<file path="config.mk">
export PLATFORM = sky130hd
export DESIGN_NAME = mac_signed_pipe
export DESIGN_NICKNAME = d
export VERILOG_FILES = /design/src/rtl/mac_signed_pipe.sv
export SDC_FILE = /design/constraint.sdc
export NUM_CORES = 1
export LEC_CHECK = 0
export CAP_MARGIN = 40
export CORE_ASPECT_RATIO = 1.1
export CORE_UTILIZATION = 55
export CTS_CLUSTER_DIAMETER = 100
export DETAILED_ROUTE_END_ITERATION = 8
export GPL_ROUTABILITY_DRIVEN = 0
export PLACE_DENSITY = 0.75
export SLEW_MARGIN = 10
export SYNTH_ARGS = -nofsm -noshare
export SYNTH_HDL_FRONTEND = slang
export SYNTH_SLANG_ARGS = --single-unit
</file>
<file path="constraint.sdc">
create_clock -name sys_clk -period 5.3 [get_ports sys_clk]
set_clock_uncertainty 0.2 [all_clocks]
set_input_delay 1.59 -clock sys_clk [delete_from_list [all_inputs] [get_ports sys_clk]]
set_output_delay 1.59 -clock sys_clk [all_outputs]
set_load 0.1 [all_outputs]
</file>
<file path="src/rtl/mac_signed_pipe.sv">
// Pipelined signed multiply-accumulate: products grouped by in_first/in_last, one result per group.
// Operand register + PIPE product stages + accumulator; any stall freezes every register.
module mac_signed_pipe #(
  parameter int W1    = 8,
  parameter int W2    = 8,
  parameter int ACC_W = 24,
  parameter int PIPE  = 2,
  parameter bit SAT   = 1'b1
) (
  input  logic                    sys_clk,
  input  logic                    sys_rst,
  input  logic                    en,
  input  logic                    in_valid,
  output logic                    in_ready,
  input  logic signed [W1-1:0]    a,
  input  logic signed [W2-1:0]    b,
  input  logic                    in_first,
  input  logic                    in_last,
  output logic                    out_valid,
  input  logic                    out_ready,
  output logic signed [ACC_W-1:0] acc,
  output logic                    out_ovf
);

  localparam int PW = W1 + W2;
  localparam int SW = ACC_W + 1;
  localparam logic [ACC_W-1:0] ACC_MAX = {1'b0, {(ACC_W-1){1'b1}}};
  localparam logic [ACC_W-1:0] ACC_MIN = {1'b1, {(ACC_W-1){1'b0}}};

  generate
    if (ACC_W < PW) begin : g_bad_acc_w
      $fatal(1, "mac_signed_pipe: ACC_W must be at least W1+W2");
    end
    if (PIPE < 1 || PIPE > 4) begin : g_bad_pipe
      $fatal(1, "mac_signed_pipe: PIPE must lie in 1..4");
    end
  endgenerate

  logic                 stall;
  logic signed [W1-1:0] a_q;
  logic signed [W2-1:0] b_q;
  logic signed [PW-1:0] prod;
  logic signed [PW-1:0] p_prod [1:PIPE];
  logic [PIPE:0]        s_vld;
  logic [PIPE:0]        s_first;
  logic [PIPE:0]        s_last;

  logic signed [ACC_W-1:0] acc_q;
  logic                    sticky_q;
  logic                    tail_vld;
  logic                    tail_first;
  logic                    tail_last;
  logic signed [SW-1:0]    base_x;
  logic signed [SW-1:0]    prod_x;
  logic signed [SW-1:0]    sum;
  logic                    sum_ovf;
  logic signed [ACC_W-1:0] res;
  logic                    res_ovf;

  assign stall    = !en || (out_valid && !out_ready);
  assign in_ready = !stall;

  assign prod = PW'(a_q) * PW'(b_q);

  // Stage 0 is the operand register; stages 1..PIPE carry the product.
  always_ff @(posedge sys_clk or posedge sys_rst) begin
    if (sys_rst) begin
      s_vld <= '0;
    end else if (!stall) begin
      s_vld[0] <= in_valid;
      for (int i = 1; i <= PIPE; i++) s_vld[i] <= s_vld[i-1];
    end
  end

  always_ff @(posedge sys_clk) begin
    if (!stall) begin
      a_q        <= a;
      b_q        <= b;
      s_first[0] <= in_first;
      s_last[0]  <= in_last;
      p_prod[1]  <= prod;
      for (int i = 1; i <= PIPE; i++) begin
        s_first[i] <= s_first[i-1];
        s_last[i]  <= s_last[i-1];
      end
      for (int i = 2; i <= PIPE; i++) p_prod[i] <= p_prod[i-1];
    end
  end

  assign tail_vld   = s_vld[PIPE];
  assign tail_first = s_first[PIPE];
  assign tail_last  = s_last[PIPE];

  // One guard bit makes overflow a simple sign-bit disagreement.
  always_comb begin
    base_x  = tail_first ? '0 : {acc_q[ACC_W-1], acc_q};
    prod_x  = {{(SW-PW){p_prod[PIPE][PW-1]}}, p_prod[PIPE]};
    sum     = base_x + prod_x;
    sum_ovf = sum[SW-1] ^ sum[SW-2];
    if (sum_ovf && SAT) res = sum[SW-1] ? ACC_MIN : ACC_MAX;
    else                res = sum[ACC_W-1:0];
    res_ovf = tail_first ? sum_ovf : (sticky_q | sum_ovf);
  end

  always_ff @(posedge sys_clk or posedge sys_rst) begin
    if (sys_rst) begin
      acc_q     <= '0;
      sticky_q  <= 1'b0;
      acc       <= '0;
      out_ovf   <= 1'b0;
      out_valid <= 1'b0;
    end else if (!stall) begin
      // Unstalled with out_valid high implies out_ready, so the old result has gone.
      out_valid <= tail_vld && tail_last;
      if (tail_vld) begin
        acc_q    <= res;
        sticky_q <= res_ovf;
        if (tail_last) begin
          acc     <= res;
          out_ovf <= res_ovf;
        end
      end
    end
  end

endmodule

</file>
=== Yosys cells after proc, flatten, opt, wreduce, memory -nomap -nowiden ===
Memory sizes are Yosys's and may differ from the RTL's.
Cells that the tools add are included.
W data, S select, Z words.

* Muxes and demuxes: 5
* Reductions and logical operators: 8
* Bitwise gates (word level): 3
* Multipliers: 1
* $add $sub $neg: 1

{| class="wikitable"
|+ Operators with widths
! kind !! number
|-
| $mux W24 || 2
|-
| $add A25 B16 Y25 || 1
|-
| $mux W25 || 1
|-
| $mul A8 B8 Y16 || 1
|-
| $logic_not A1 Y1 || 3
|-
| $reduce_and A3 Y1 || 1
|-
| $logic_and A1 B1 Y1 || 2
|-
| $mux W1 || 2
|-
| $reduce_and A2 Y1 || 1
|-
| $logic_or A1 B1 Y1 || 1
|-
| $not A1 Y1 || 1
|-
| $or A1 B1 Y1 || 1
|-
| $xor A1 B1 Y1 || 1
|}

* Register bits after elaboration: 76
* Memories kept: 1
* Memory bits (writable): 32
* Output and inout bits: 27
* Logic and storage cells: 29
* Bits of input ports: 23

{| class="wikitable"
|+ Memory list
! memory !! depth !! width !! read ports !! clocked after Yosys merged registers in !! write ports !! line !! text
|-
| p_prod || 2 || 16 || 2 || 0 || 2 || 43 || <nowiki>logic signed [PW-1:0] p_prod [1:PIPE];</nowiki>
|}

=== Logic depth before layout (Yosys ltp) ===
Gate-level depths: netlist (run 1).

* Depth after elaboration: 5
* Depth in mapped cells: 19
* Depth with buffers taken out: 19

=== Least setup slack after synthesis (run 1) ===
Ideal clock, no wire load.

* Path kind: input-to-output
* Start point: input en
* End point: output in_ready
* Path buffers: 0
* Arrival time: 3.445 ns
* Required time: 3.510 ns
* Slack: 0.065 ns
* Cell stages on the path: 2
* Cell sequence: o21ai_0 > inv_1

* Longest elaborated chain between the ends: 3

{| class="wikitable"
|+ Ends and longest elaborated chain
! element !! line !! text
|-
| from (decl) || 12 || <nowiki>input logic en,</nowiki>
|-
| $logic_not A1 Y1 || 60 || <nowiki>assign stall = !en || (out_valid && !out_ready);</nowiki>
|-
| $logic_or A1 B1 Y1 || 60 ||
|-
| $logic_not A1 Y1 || -- ||
|-
| to (decl) || 14 || <nowiki>output logic in_ready,</nowiki>
|}

Every way passes these cells.

==> flow_metrics.tcl, run 1 <==
set metrics [dict create \
    min_path_type "reg2reg" \
    yosysTopAreaCell "edfxtp_1" \
    fill_cells 1003 \
    worstPathRequired_ps 5220 \
    port_buffers 49 \
    fin_nets 944 \
    grt_pass1_vias 5665 \
    drtAntennaViolNets 0 \
    via_count 5410 \
    final_layout_size_suffix_gt1_share_pct 7.59 \
    yosys_warnings 0 \
    layout_min_cycle_time_ps 4950 \
    path_delay_family "adder cells" \
    clkTransAtPathRegs_ps 80 \
    synth.net_count 869 \
    critPathBufInv 4 \
    maxSlewViolCount 0 \
    post-route-period-util_pct 93.4 \
    critical_path_class "reg2reg" \
    num_rows 44 \
    via_per_inst 5.40 \
    setup.worst_path.end_class "flop" \
    track_usage_pct 22.8 \
    cts_num_sinks 108 \
    synthTopCellsByCount "92 x nand2_1, 90 x inv_1, 56 x fa_1" \
    wl_per_cell_microns 14.6 \
    avgSynthCellArea_sq_um 10.2 \
    pin_count 50 \
    clk_latency_ps 370 \
    cts_buffer_depth 2 \
    setup-violations-final 0 \
    slowest_delay_ps 540 \
    synth_seq_area_share_pct 39.5 \
    tritoncts "done" \
    critPathArrivalTime_ps 4870 \
    die_area_sq_um 14200 \
    ys_seq_elements 108 \
    first_pass_iters 5 \
    synth_cells 737 \
    synth_edf_count 54 \
    fp.coreArea_sq_um 13300 \
    power.leakage_uw 0.00403 \
    htreeDepth 3 \
    cap_viol_max_count 0 \
    synth_top_area_share_pct 21.5 \
    cts_root_buffer "clkbuf_16" \
    routed_wl_microns 14700 \
    ir_worst_vdd_v 0.000228 \
    max_freq_ghz 0.202 \
    drc 0 \
    synthesis.area_sq_um 7520 \
    p_total_uw 5620 \
    slowest_stage "fa_1" \
    setup_tns_ps 0 \
    dieWidth_microns 114 \
    antenna_found_initial 0 \
    synth.most_common_cell "nand2_1" \
    grt_max_degree 61 \
    synthTopCellsByArea "edfxtp_1 22%, dfrtp_1 18%, fa_1 15%" \
    numCtsBuffers 9 \
    status "finished clean" \
    area_delta_synth_final_pct 18.9 \
    synth_cell_types 47 \
    synthArstFlopShare_pct 50.0 \
    hold_viol 0 \
    holdBufCountCts 0 \
    antennaDiodeCount 0 \
    dieHeight_microns 125 \
    cts_resized 0 \
    yosys_most_used_dff "edfxtp_1" \
    path_max_fanout 8 \
    drt_iter0_markers 307 \
    powerDensity_nw_per_um2 628 \
    max-slew-margin-rel_pct 54.1 \
    place_hpwl_microns 11200 \
    overflow 0 \
    start_util_pct 56.7 \
    startpoint_type "flop" \
    post_cts_buffers 0 \
    rsz0062_at_grt "false" \
    worst_pin_slew_ps 688 \
    grt_pass1_wl_microns 25300 \
    crit_chain "and2_1 > fa_1 > inv_1 > fa_1 > inv_1 > fa_1 > inv_1 > fa_1 > inv_1 > ha_1 > a21oi_1 > o21bai_1 > a21oi_1 > o21ai_0 > a21o_1 > a21oi_1 > xnor2_1" \
]
power by group:
part           total, uW  switching, uW  leakage, uW  internal (uW)
Clock                711            345     0.000158            366
Sequential          1410            147      0.00120           1260
Combinational       3500           2100      0.00268           1390
sequential cells by signal, indices dropped and copies added, names as in the netlist:
signal / cells
out_ovf: 1
a_q: 8
s_first: 3
s_last: 3
sticky_q: 1
acc: 24
s_vld: 3
b_q: 8
out_valid: 1
p_prod: 32
acc_q: 24
through the flow:
stage | instances | utilization (%) | worst slack (ps) | hold slack, ps | cell area [sq um]
floorplan | 737 | - | 65.3 | 200 | 7520
global placement | 958 | 61.9 | 505 | 202 | 8220
detailed placement | 985 | 65.0 | 363 | 205 | 8630
CTS | 1001 | 67.4 | 348 | 223 | 8950
global route | 1001 | 67.4 | 68.7 | 230 | 8950
finish | 1001 | 67.4 | 350 | 221 | 8950
layer usage:
layer / track usage, % / share of wire (%) / vias up / routed length [microns]
li1: - / - / 2615 / -
met1: 26.2 / 41 / 2616 / 6040
met2: 41.5 / 53 / 137 / 7730
met3: 2.68 / 3.3 / 42 / 479
met4: 10.9 / 2.8 / 0 / 414
met5: 0 / 0 / - / 0
logic make-up (layout without fill, tap and decap cells):
| family | Yosys count | in the layout | share of synthesized area, % |
|---|---|---|---|
| xor gates and xnor gates | 32 | 32 | 3.72 |
| muxes | 2 | 2 | 0.349 |
| adders and majority gates | 109 | 109 | 23.7 |
| AOI/OAI and AO/OA | 164 | 164 | 13.3 |
| and+or+nand+nor | 214 | 214 | 13.8 |
| buffers and inverters | 108 | 188 | 5.60 |
| DFF | 108 | 108 | 39.5 |
cell usage in the layout, fill, tap and decap left out, types with 33 or more instances in the layout:
cell,count
a21oi_1,43
and2_1,44
clkdlybuf4s50_1,48
dfrtp_1,54
edfxtp_1,54
fa_1,56
ha_1,53
inv_1,88
nand2_1,92
o21ai_0,33
o21ai_1,38
layout make-up:
type                    instances  area [sq um]  area share [%]
repair buffers                 82           956            10.7
clock buffers                  10           250            2.80
flip-flops and latches        108          2970            33.2
multi-input cells             521          4130            46.2
well taps                     184           230            2.57
clock inverters                 6          70.1           0.783
inverters                      90           338            3.78
final timing paths:
path | from | slack, ps | cells past startpoint | end
worst max-delay path | a_q[3] | 350 | 17 | p_prod[1][14]
worst min-delay path | p_prod[1][11] | 220 | 0 | p_prod[2][11]
worst max register to register | a_q[3] | 350 | 17 | p_prod[1][14]
worst min register to register | p_prod[1][11] | 220 | 0 | p_prod[2][11]
max in group asynchronous | sys_rst | 2950 | 3 | acc_q[5]
min in group asynchronous | sys_rst | 1390 | 2 | out_ovf
(Power assumes the default switching activity.)
==> run 2, diff against run 1 <==
Settings changed: PLACE_DENSITY 0.75 to 0.78.
Clock period 5.3 ns to 4.3 ns, I/O delays scaled along.
==> flow_metrics.tcl, run 2 (synthesized netlist as in run 1, its figures left out) <==
set metrics [dict create \
    powerDensity_nw_per_um2 818 \
    cts_root_buffer "clkbuf_16" \
    path_delay_family "adder cells" \
    ir_worst_vdd_v 0.000340 \
    top_register "p_prod" \
    setup.worst_path.end_class "flop" \
    met1_length_microns 6050 \
    min_path_type "reg2reg" \
    setup_tns_ps -416 \
    overflow 0 \
    final_area_sq_um 9480 \
    numCtsBuffers 9 \
    cap_viol_max_count 0 \
    place_hpwl_microns 11800 \
    max_freq_ghz 0.224 \
    final_layout_size_suffix_gt1_share_pct 18.0 \
    placed_cells 1017 \
    largestRegisters "p_prod x32, acc x24, acc_q x24" \
    drtAntennaViolNets 0 \
    fin_nets 986 \
    setup-violations-final 4 \
    clk_latency_ps 360 \
    dr_wl_met3_microns 642 \
    startpoint_type "flop" \
    clkTransAtPathRegs_ps 70 \
    routed_wl_microns 16000 \
    port_buffers 49 \
    maxSlewViolCount 0 \
    htreeDepth 3 \
    status "complete, but fails checks" \
    first_pass_iters 7 \
    layout_min_cycle_time_ps 4460 \
    critPathBufInv 4 \
    critical_path_class "reg2reg" \
    max-slew-margin-rel_pct 52.6 \
    crit_chain "and2_1 > fa_1 > inv_2 > fa_1 > inv_1 > fa_1 > inv_1 > fa_1 > inv_2 > ha_4 > a21oi_4 > o21bai_2 > a21oi_2 > o21ai_2 > a21o_1 > a21oi_2 > xnor2_1" \
    via_count 5642 \
    slowest_stage "fa_1" \
    power.leakage_uw 0.00426 \
    grt_max_degree 61 \
    holdBufCountCts 0 \
    fill_cells 922 \
    violations "negative setup slack" \
    num_rows 44 \
    grt_pass1_vias 5979 \
    path_max_fanout 8 \
    regArea_sq_um 2970 \
    tritoncts "done" \
    fin_cells 1043 \
    slowest_delay_ps 520 \
    fp.coreArea_sq_um 13300 \
    layout_commonest_cell "nand2_1" \
    grt_pass1_wl_microns 26500 \
    cts_num_sinks 108 \
    dieHeight_microns 125 \
    via_per_inst 5.41 \
    drt_iter0_markers 322 \
    top_layer "met4" \
    start_util_pct 56.7 \
    critPathArrivalTime_ps 4370 \
    drc 0 \
    cpMostUsedCell "fa_1" \
    post-route-period-util_pct 104 \
    antenna_found_initial 0 \
    antennaDiodeCount 0 \
    multiInputGateArea_sq_um 4340 \
    place_area_sq_um 8930 \
    worstPathRequired_ps 4210 \
    largest_reg_flops 32 \
    layout_common_cells "90 x nand2_1, 76 x inv_1, 54 x edfxtp_1, 54 x dfrtp_1, 52 x fa_1" \
    wl_met2_microns 8830 \
    area_delta_synth_final_pct 26.0 \
    wl_per_cell_microns 15.3 \
    track_usage_pct 23.8 \
    hold_viol 0 \
    dieWidth_microns 114 \
    cts_buffer_depth 2 \
    pin_count 50 \
    die_area_sq_um 14200 \
    layout_setup_ws_ps -157 \
    rsz0062_at_grt "true" \
    worst_pin_slew_ps 711 \
]
==> run 2: cell count changes in the layout (fill, tap and decap cells not counted), moves of 4 or more <==
cell	change
fa_2	+4
ha_1	-8
a21oi_2	+6
and2_1	-9
inv_8	-4
a21oi_1	-8
fa_1	-4
ha_4	+7
buf_4	+40
and2_4	+9
inv_2	+11
inv_1	-12
==> run 2: power breakdown <==
group          internal, uW  switching (uW)
clock                   514             381
combinational          2220            2910
sequential             1560             179
total                  4290            3470
==> run 2: cell type report <==
| cell class | count | share of cell area (%) |
|---|---|---|
| multi-input combinational | 521 | 45.8 |
| sequential | 108 | 31.4 |
| timing repair buffer | 124 | 13.4 |
| inverter | 90 | 3.60 |
| tap | 184 | 2.43 |
| clock buffer | 9 | 2.38 |
| clock inverter | 7 | 1.04 |
==> run 2: metal layers <==
metal / global-route usage (%) / up-vias
li1: - / 2686
met1: 24.9 / 2757
met2: 45.2 / 157
met3: 5.01 / 42
met4: 10.3 / 0
met5: 0 / -
==> run 2: repair_timing <==
item / in CTS / in global routing
gates resized for setup: 13 / 29
buffers inserted: 6 / 6
endpoints found under the setup margin: 5 / 6
pin swaps: 20 / 26
hold endpoints to repair: 0 / 0
==> run 2: worst paths after layout <==
path / start / slack, ps / end / cells after the start
setup / recovery: b_q[2] / -160 / p_prod[1][14] / 17
hold / removal: p_prod[1][4] / 220 / p_prod[2][4] / 0
setup reg to reg: b_q[2] / -160 / p_prod[1][14] / 17
hold reg to reg: p_prod[1][4] / 220 / p_prod[2][4] / 0
max in group asynchronous: sys_rst / 2210 / acc[10] / 3
min in group asynchronous: sys_rst / 1240 / s_vld[2] / 3
==> run 2: through the flow <==
stage | setup WS (ps) | util, % | power, uW | hold WS, ps
2_1_floorplan | -13.7 | - | 5010 | 200
3_3_place_gp | -166 | 64.3 | 5920 | 202
3_5_place_dp | -287 | 67.3 | 6520 | 205
4_1_cts | -199 | 70.5 | 7570 | 221
5_1_grt | -348 | 71.5 | 8300 | 224
6_report | -157 | 71.5 | 7760 | 219
